### src/rtl/store_buffer_ordered_pkg.sv
// rtl/store_buffer_ordered_pkg.sv - shared types, widths and address helpers for the ordered store buffer
package store_buffer_ordered_pkg;

    localparam int SB_NUM_ENTRIES = 4;
    localparam int SB_ADDR_WIDTH  = 32;
    localparam int SB_DATA_WIDTH  = 32;
    localparam int SB_BYTES       = SB_DATA_WIDTH / 8;
    localparam int SB_OFF         = $clog2(SB_BYTES);

    typedef struct packed {
        logic [SB_ADDR_WIDTH-1:0] addr;
        logic [SB_DATA_WIDTH-1:0] data;
        logic [SB_BYTES-1:0]      be;
    } store_sb_entry_t;

    function automatic logic sb_same_word(input logic [SB_ADDR_WIDTH-1:0] a,
                                          input logic [SB_ADDR_WIDTH-1:0] b);
        return (a >> SB_OFF) == (b >> SB_OFF);
    endfunction

    function automatic logic [SB_ADDR_WIDTH-1:0] sb_word_align(input logic [SB_ADDR_WIDTH-1:0] a);
        return (a >> SB_OFF) << SB_OFF;
    endfunction

endpackage

### src/rtl/store_sb_fwd_select.sv
// rtl/store_sb_fwd_select.sv - per-lane youngest-match byte selection for load forwarding
module store_sb_fwd_select
    import store_buffer_ordered_pkg::*;
#(
    parameter int NUM_ENTRIES = SB_NUM_ENTRIES,
    localparam int PW = $clog2(NUM_ENTRIES)
) (
    input  store_sb_entry_t          entries_i [NUM_ENTRIES],
    input  logic [NUM_ENTRIES-1:0]   valid_i,
    input  logic [PW-1:0]            head_i,
    input  logic [SB_ADDR_WIDTH-1:0] addr_i,
    output logic [SB_DATA_WIDTH-1:0] data_o,
    output logic [SB_BYTES-1:0]      fwd_be_o
);

    // Walk oldest to youngest so later matches overwrite earlier ones per lane.
    always_comb begin
        logic [PW-1:0] idx;
        data_o   = '0;
        fwd_be_o = '0;
        idx      = head_i;
        for (int k = 0; k < NUM_ENTRIES; k++) begin
            idx = head_i + PW'(k);
            if (valid_i[idx] && sb_same_word(entries_i[idx].addr, addr_i)) begin
                for (int b = 0; b < SB_BYTES; b++) begin
                    if (entries_i[idx].be[b]) begin
                        data_o[8*b +: 8] = entries_i[idx].data[8*b +: 8];
                        fwd_be_o[b]      = 1'b1;
                    end
                end
            end
        end
    end

endmodule

### src/rtl/store_buffer_ordered.sv
// rtl/store_buffer_ordered.sv - in-order store buffer with cache drain, load forwarding and coalescing
module store_buffer_ordered
    import store_buffer_ordered_pkg::*;
#(
    parameter int NUM_ENTRIES = SB_NUM_ENTRIES,
    parameter int ADDR_WIDTH  = SB_ADDR_WIDTH,
    parameter int DATA_WIDTH  = SB_DATA_WIDTH,
    parameter bit COALESCE_EN = 1'b1,
    localparam int BYTES = DATA_WIDTH / 8,
    localparam int PW    = $clog2(NUM_ENTRIES),
    localparam int CW    = PW + 1
) (
    input  logic                  clk_i,
    input  logic                  rst_n_i,
    input  logic                  push_valid_i,
    output logic                  push_ready_o,
    input  logic [ADDR_WIDTH-1:0] push_addr_i,
    input  logic [DATA_WIDTH-1:0] push_data_i,
    input  logic [BYTES-1:0]      push_be_i,
    output logic                  drain_valid_o,
    input  logic                  drain_ready_i,
    output logic [ADDR_WIDTH-1:0] drain_addr_o,
    output logic [DATA_WIDTH-1:0] drain_data_o,
    output logic [BYTES-1:0]      drain_be_o,
    input  logic                  search_valid_i,
    input  logic [ADDR_WIDTH-1:0] search_addr_i,
    input  logic [BYTES-1:0]      search_be_i,
    output logic                  search_hit_o,
    output logic                  search_full_hit_o,
    output logic [DATA_WIDTH-1:0] search_data_o,
    output logic [BYTES-1:0]      search_fwd_be_o,
    input  logic                  flush_req_i,
    output logic                  flush_done_o,
    output logic [CW-1:0]         count_o,
    output logic                  empty_o,
    output logic                  full_o
);

    logic [PW-1:0]          head_q, head_d, tail_q, tail_d, tail_m1;
    logic [CW-1:0]          count_q, count_d;
    store_sb_entry_t        entries_q [NUM_ENTRIES];
    logic                   pop, coalesce, push_fire, alloc;
    logic [NUM_ENTRIES-1:0] valid;
    logic [DATA_WIDTH-1:0]  fwd_data;
    logic [BYTES-1:0]       fwd_be;

    assign empty_o       = (count_q == '0);
    assign full_o        = (count_q == CW'(NUM_ENTRIES));
    assign count_o       = count_q;
    assign flush_done_o  = flush_req_i && empty_o;

    assign drain_valid_o = !empty_o;
    assign drain_addr_o  = entries_q[head_q].addr;
    assign drain_data_o  = entries_q[head_q].data;
    assign drain_be_o    = entries_q[head_q].be;
    assign pop           = drain_valid_o && drain_ready_i;

    // The youngest entry is also the head when count is 1; merging into it while it drains would lose the bytes.
    assign tail_m1   = tail_q - PW'(1);
    assign coalesce  = COALESCE_EN && push_valid_i && !empty_o
                       && sb_same_word(entries_q[tail_m1].addr, push_addr_i)
                       && !(pop && count_q == CW'(1));
    assign push_ready_o = !flush_req_i && (!full_o || coalesce);
    assign push_fire    = push_valid_i && push_ready_o;
    assign alloc        = push_fire && !coalesce;

    always_comb begin
        head_d  = head_q;
        tail_d  = tail_q;
        count_d = count_q + CW'(alloc) - CW'(pop);
        if (pop) begin
            head_d = head_q + PW'(1);
        end
        if (alloc) begin
            tail_d = tail_q + PW'(1);
        end
    end

    always_ff @(posedge clk_i or negedge rst_n_i) begin
        if (!rst_n_i) begin
            head_q  <= '0;
            tail_q  <= '0;
            count_q <= '0;
        end else begin
            head_q  <= head_d;
            tail_q  <= tail_d;
            count_q <= count_d;
        end
    end

    // Payload storage carries no reset; occupancy is defined solely by the pointers and count.
    always_ff @(posedge clk_i) begin
        if (alloc) begin
            entries_q[tail_q] <= '{addr: sb_word_align(push_addr_i), data: push_data_i, be: push_be_i};
        end else if (push_fire && coalesce) begin
            for (int b = 0; b < BYTES; b++) begin
                if (push_be_i[b]) begin
                    entries_q[tail_m1].data[8*b +: 8] <= push_data_i[8*b +: 8];
                end
            end
            entries_q[tail_m1].be <= entries_q[tail_m1].be | push_be_i;
        end
    end

    always_comb begin
        logic [PW-1:0] rel;
        valid = '0;
        rel   = '0;
        for (int i = 0; i < NUM_ENTRIES; i++) begin
            rel      = PW'(i) - head_q;
            valid[i] = ({1'b0, rel} < count_q);
        end
    end

    store_sb_fwd_select #(
        .NUM_ENTRIES (NUM_ENTRIES)
    ) u_fwd_select (
        .entries_i (entries_q),
        .valid_i   (valid),
        .head_i    (head_q),
        .addr_i    (search_addr_i),
        .data_o    (fwd_data),
        .fwd_be_o  (fwd_be)
    );

    assign search_fwd_be_o   = search_valid_i ? (fwd_be & search_be_i) : '0;
    assign search_hit_o      = |search_fwd_be_o;
    assign search_full_hit_o = search_valid_i && (search_fwd_be_o == search_be_i) && (search_be_i != '0);

    always_comb begin
        search_data_o = '0;
        for (int b = 0; b < BYTES; b++) begin
            if (search_fwd_be_o[b]) begin
                search_data_o[8*b +: 8] = fwd_data[8*b +: 8];
            end
        end
    end

endmodule
### config.mk
export PLATFORM = sky130hd
export DESIGN_NAME = store_buffer_ordered
export DESIGN_NICKNAME = d
export VERILOG_FILES = /design/src/rtl/store_buffer_ordered_pkg.sv /design/src/rtl/store_sb_fwd_select.sv /design/src/rtl/store_buffer_ordered.sv
export SDC_FILE = /design/constraint.sdc
export NUM_CORES = 1
export LEC_CHECK = 0
export CORE_MARGIN = 8
export CORE_UTILIZATION = 53
export CTS_CLUSTER_DIAMETER = 100
export DETAILED_ROUTE_END_ITERATION = 8
export PLACE_DENSITY = 0.85
export SLEW_MARGIN = 10
export SYNTH_ARGS = -nofsm -noshare
export SYNTH_HDL_FRONTEND = slang
export SYNTH_SLANG_ARGS = --single-unit
### constraint.sdc
create_clock -name clk_i -period 6.63 [get_ports clk_i]
set_clock_uncertainty 0.15 [all_clocks]
set_input_delay 0.9945 -clock clk_i [delete_from_list [all_inputs] [get_ports clk_i]]
set_output_delay 0.9945 -clock clk_i [all_outputs]
set_load 0.005 [all_outputs]
==> flow_summary.ini <==
[status]
outcome = finished, final reports clean

[sta]
hold_viol = 0
period_share_pct = 97.86
timing.setup.tns_ns = 0
fin_ws_ns = 0.1417
setup_violations = 0
rsz0062_at_grt = no
fmax_mhz = 154.1
max-slew-margin-rel_pct = 25.69
fin_crit_ns = 6.488
max_slew.worst_pin.slew_ns = 1.104
hold_slack_ns = 0.4414
drv_slew = 0

[final_layout]
nets = 2151
drive_gt1_share_pct = 11.93
stdcell_count = 2576
multi_input_area_sq_um = 11970
num-fill-cells = 2944
synthToLayoutAreaGrowth_pct = 16.81
seqCellArea_sq_um = 8112

[synth]
syn_inst = 1898
yosysSeqAreaShare_pct = 38.81
ys_types = 87
ys_top_cells_by_area = edfxtp_1 38%, mux2i_1 13%, mux4_2 8.2%
synth_top_area_share_pct = 37.97
ys_async_sr_fraction_pct = 2.583
ys_seq_elements = 271
syn_area_sq_um = 20880
synth_area_leader_cell = edfxtp_1
yosys_warnings = 0
synth-edff-count = 264
synth_most_common_cell = mux2i_1
synth_common_cells = 274 x mux2i_1, 264 x edfxtp_1, 144 x nor2b_1, 137 x xnor2_1, 126 x and3_1
ys.flop_type = edfxtp_1
avgSynthCellArea_sq_um = 11.00

[global_route]
antenna_found_initial = 6
track_usage_pct = 27.38
gr-total-overflow = 0
grt_max_degree = 125
grt_first_pass_wirelength_um = 99710
grt_pass1_vias = 16870

[detailed_routing]
routedWlPerCell_um = 25.90
drt-total-wl_um = 66730
num_vias = 17340
initialDrtViolationCount = 1871
via_per_inst = 6.731
ant_nets = 0
firstDrtPassIters = 8
drc = 0

[clock_network]
cts.sinks = 271
cts_max_path_buffers = 3
cts_root_buffer = clkbuf_16
h-tree-depth = 1
tritoncts = done
cts_hold_buf = 0
cts_buffers = 30
insertion_delay_ns = 0.57
clk_pin_slew_ns = 0.06

[placed_design]
gp_congestion = 0.9860
dp_cells = 2515
hpwl_um = 47230
io_buffers = 217
detailedPlace.worstSlack_ns = 0.2606

[power]
powerDensity_nw_per_um2 = 413.6
power.static_leakage_nw = 9.203
vdd_drop_max_uv = 314.8

[setup_path]
timing.rr.start = tail_q[1]
critPathCaptureType = primary output
critical_path_class = register to primary output
worst_ep_arrival_time_ns = 5.34
crit_fanout = 59
start_kind = register
cp_data_required_time_ns = 5.49
reg2reg_to = count_o[2]
r2r_cells = 16
r2r_slack_ns = 0.85

[hold_path]
hp-class = register to register
whs_path_depth = 2
hold_start = tail_q[0]
hold_path_end = tail_q[0]

[floorplanning]
dieArea_sq_um = 46000
ioPinCount = 224
die_x_um = 214.5
core_sq_um = 38740
start_util_pct = 53.90
fp.dieH_um = 214.5
row_count = 72

[run]
maxCapViolations = 0
==> metrics by stage <==
stage | power, mW | util (%) | area (sq um)
after floorplan | 6.316 | - | 20890
after global placement | 8.028 | 60.09 | 23280
after detailed placement | 8.174 | 60.09 | 23280
after CTS | 9.937 | 62.76 | 24310
after global routing | 10.47 | 62.96 | 24390
final | 10.09 | 62.97 | 24390
==> cells by family after synthesis <==
family	share of synthesized area, %
xor+xnor	6.837
fa+ha+maj	0.6951
compound gates	10.46
simple gates	16.02
buf+inv	4.213
flops	38.81
mux	22.95
other cells	0.01796
==> sequential cells by signal, summed over array words and instances, names as in the netlist <==
name	flops
count_o	3
entries_q	264
head_q	2
tail_q	2
==> power by group <==
part / total [mW] / switching (mW) / internal, mW
sequential: 2.28 / 0.162 / 2.12
combinational: 6.05 / 3.42 / 2.63
clock: 1.76 / 0.708 / 1.05
total: 10.1 / 4.29 / 5.79
==> timing repair <==
item / in CTS / in global routing
resized for setup: 0 / 12
buffers inserted: 0 / 1
setup endpoints to repair: 0 / 21
==> area by class of cell <==
cell class | count | share of cell area [%]
inverter | 22 | 0.3488
multi-input combinational | 1446 | 49.06
timing repair buffer | 259 | 10.41
antenna | 4 | 0.04104
clock buffer | 36 | 3.257
clock inverter | 20 | 0.9695
sequential | 271 | 33.26
tap | 518 | 2.657
==> cell usage in the layout, fill, tap and decap left out, types with 8 or more instances in the layout <==
cell / instances
mux2_2: 30
a221o_1: 8
o31ai_1: 11
a221oi_2: 11
o21ai_0: 59
nand3_1: 9
o22ai_1: 28
nor3_1: 33
edfxtp_1: 264
and3_1: 126
nor2b_1: 144
and2_1: 27
o211a_1: 8
nand2_1: 67
xnor2_1: 137
xor2_1: 26
nor4_1: 20
inv_1: 20
a221oi_1: 15
clkbuf_16: 31
mux4_2: 76
buf_4: 35
mux2i_1: 274
nor2_1: 86
clkdlybuf4s50_1: 217
a41o_1: 8
nand4_1: 23
a21oi_1: 67
a21o_1: 18
==> routing by layer <==
| metal | track usage (%) | part of all wire, % |
|---|---|---|
| met2 | 45.80 | 47 |
| met3 | 5.980 | 11 |
| met4 | 12.29 | 4.7 |
| met1 | 33.65 | 37 |
| met5 | 0 | 0.019 |
==> critical path, stage by stage, from the launching register on <==
cell and delay [ns]:
dfrtp_4 0.59, buf_12 0.37, mux2i_1 0.35, xor2_1 0.42
nor4b_1 0.58, nor2_1 0.09, a211oi_1 0.29, buf_4 0.19
nand3_1 0.16, o21ai_0 0.33, o211ai_2 0.26, nor4_1 0.48
clkdlybuf4s50_1 0.59
==> worst max path at each step <==
stage,start,end,cells after the start
6_report,head_q[1],search_data_o[24],12
5_1_grt,head_q[1],search_data_o[22],13
4_1_cts,head_q[0],search_data_o[2],13
3_5_place_dp,search_addr_i[18],search_data_o[24],11
3_3_place_gp,search_addr_i[18],search_data_o[29],11
2_1_floorplan,head_q[1],search_data_o[16],24
(Power assumes the default switching activity.)
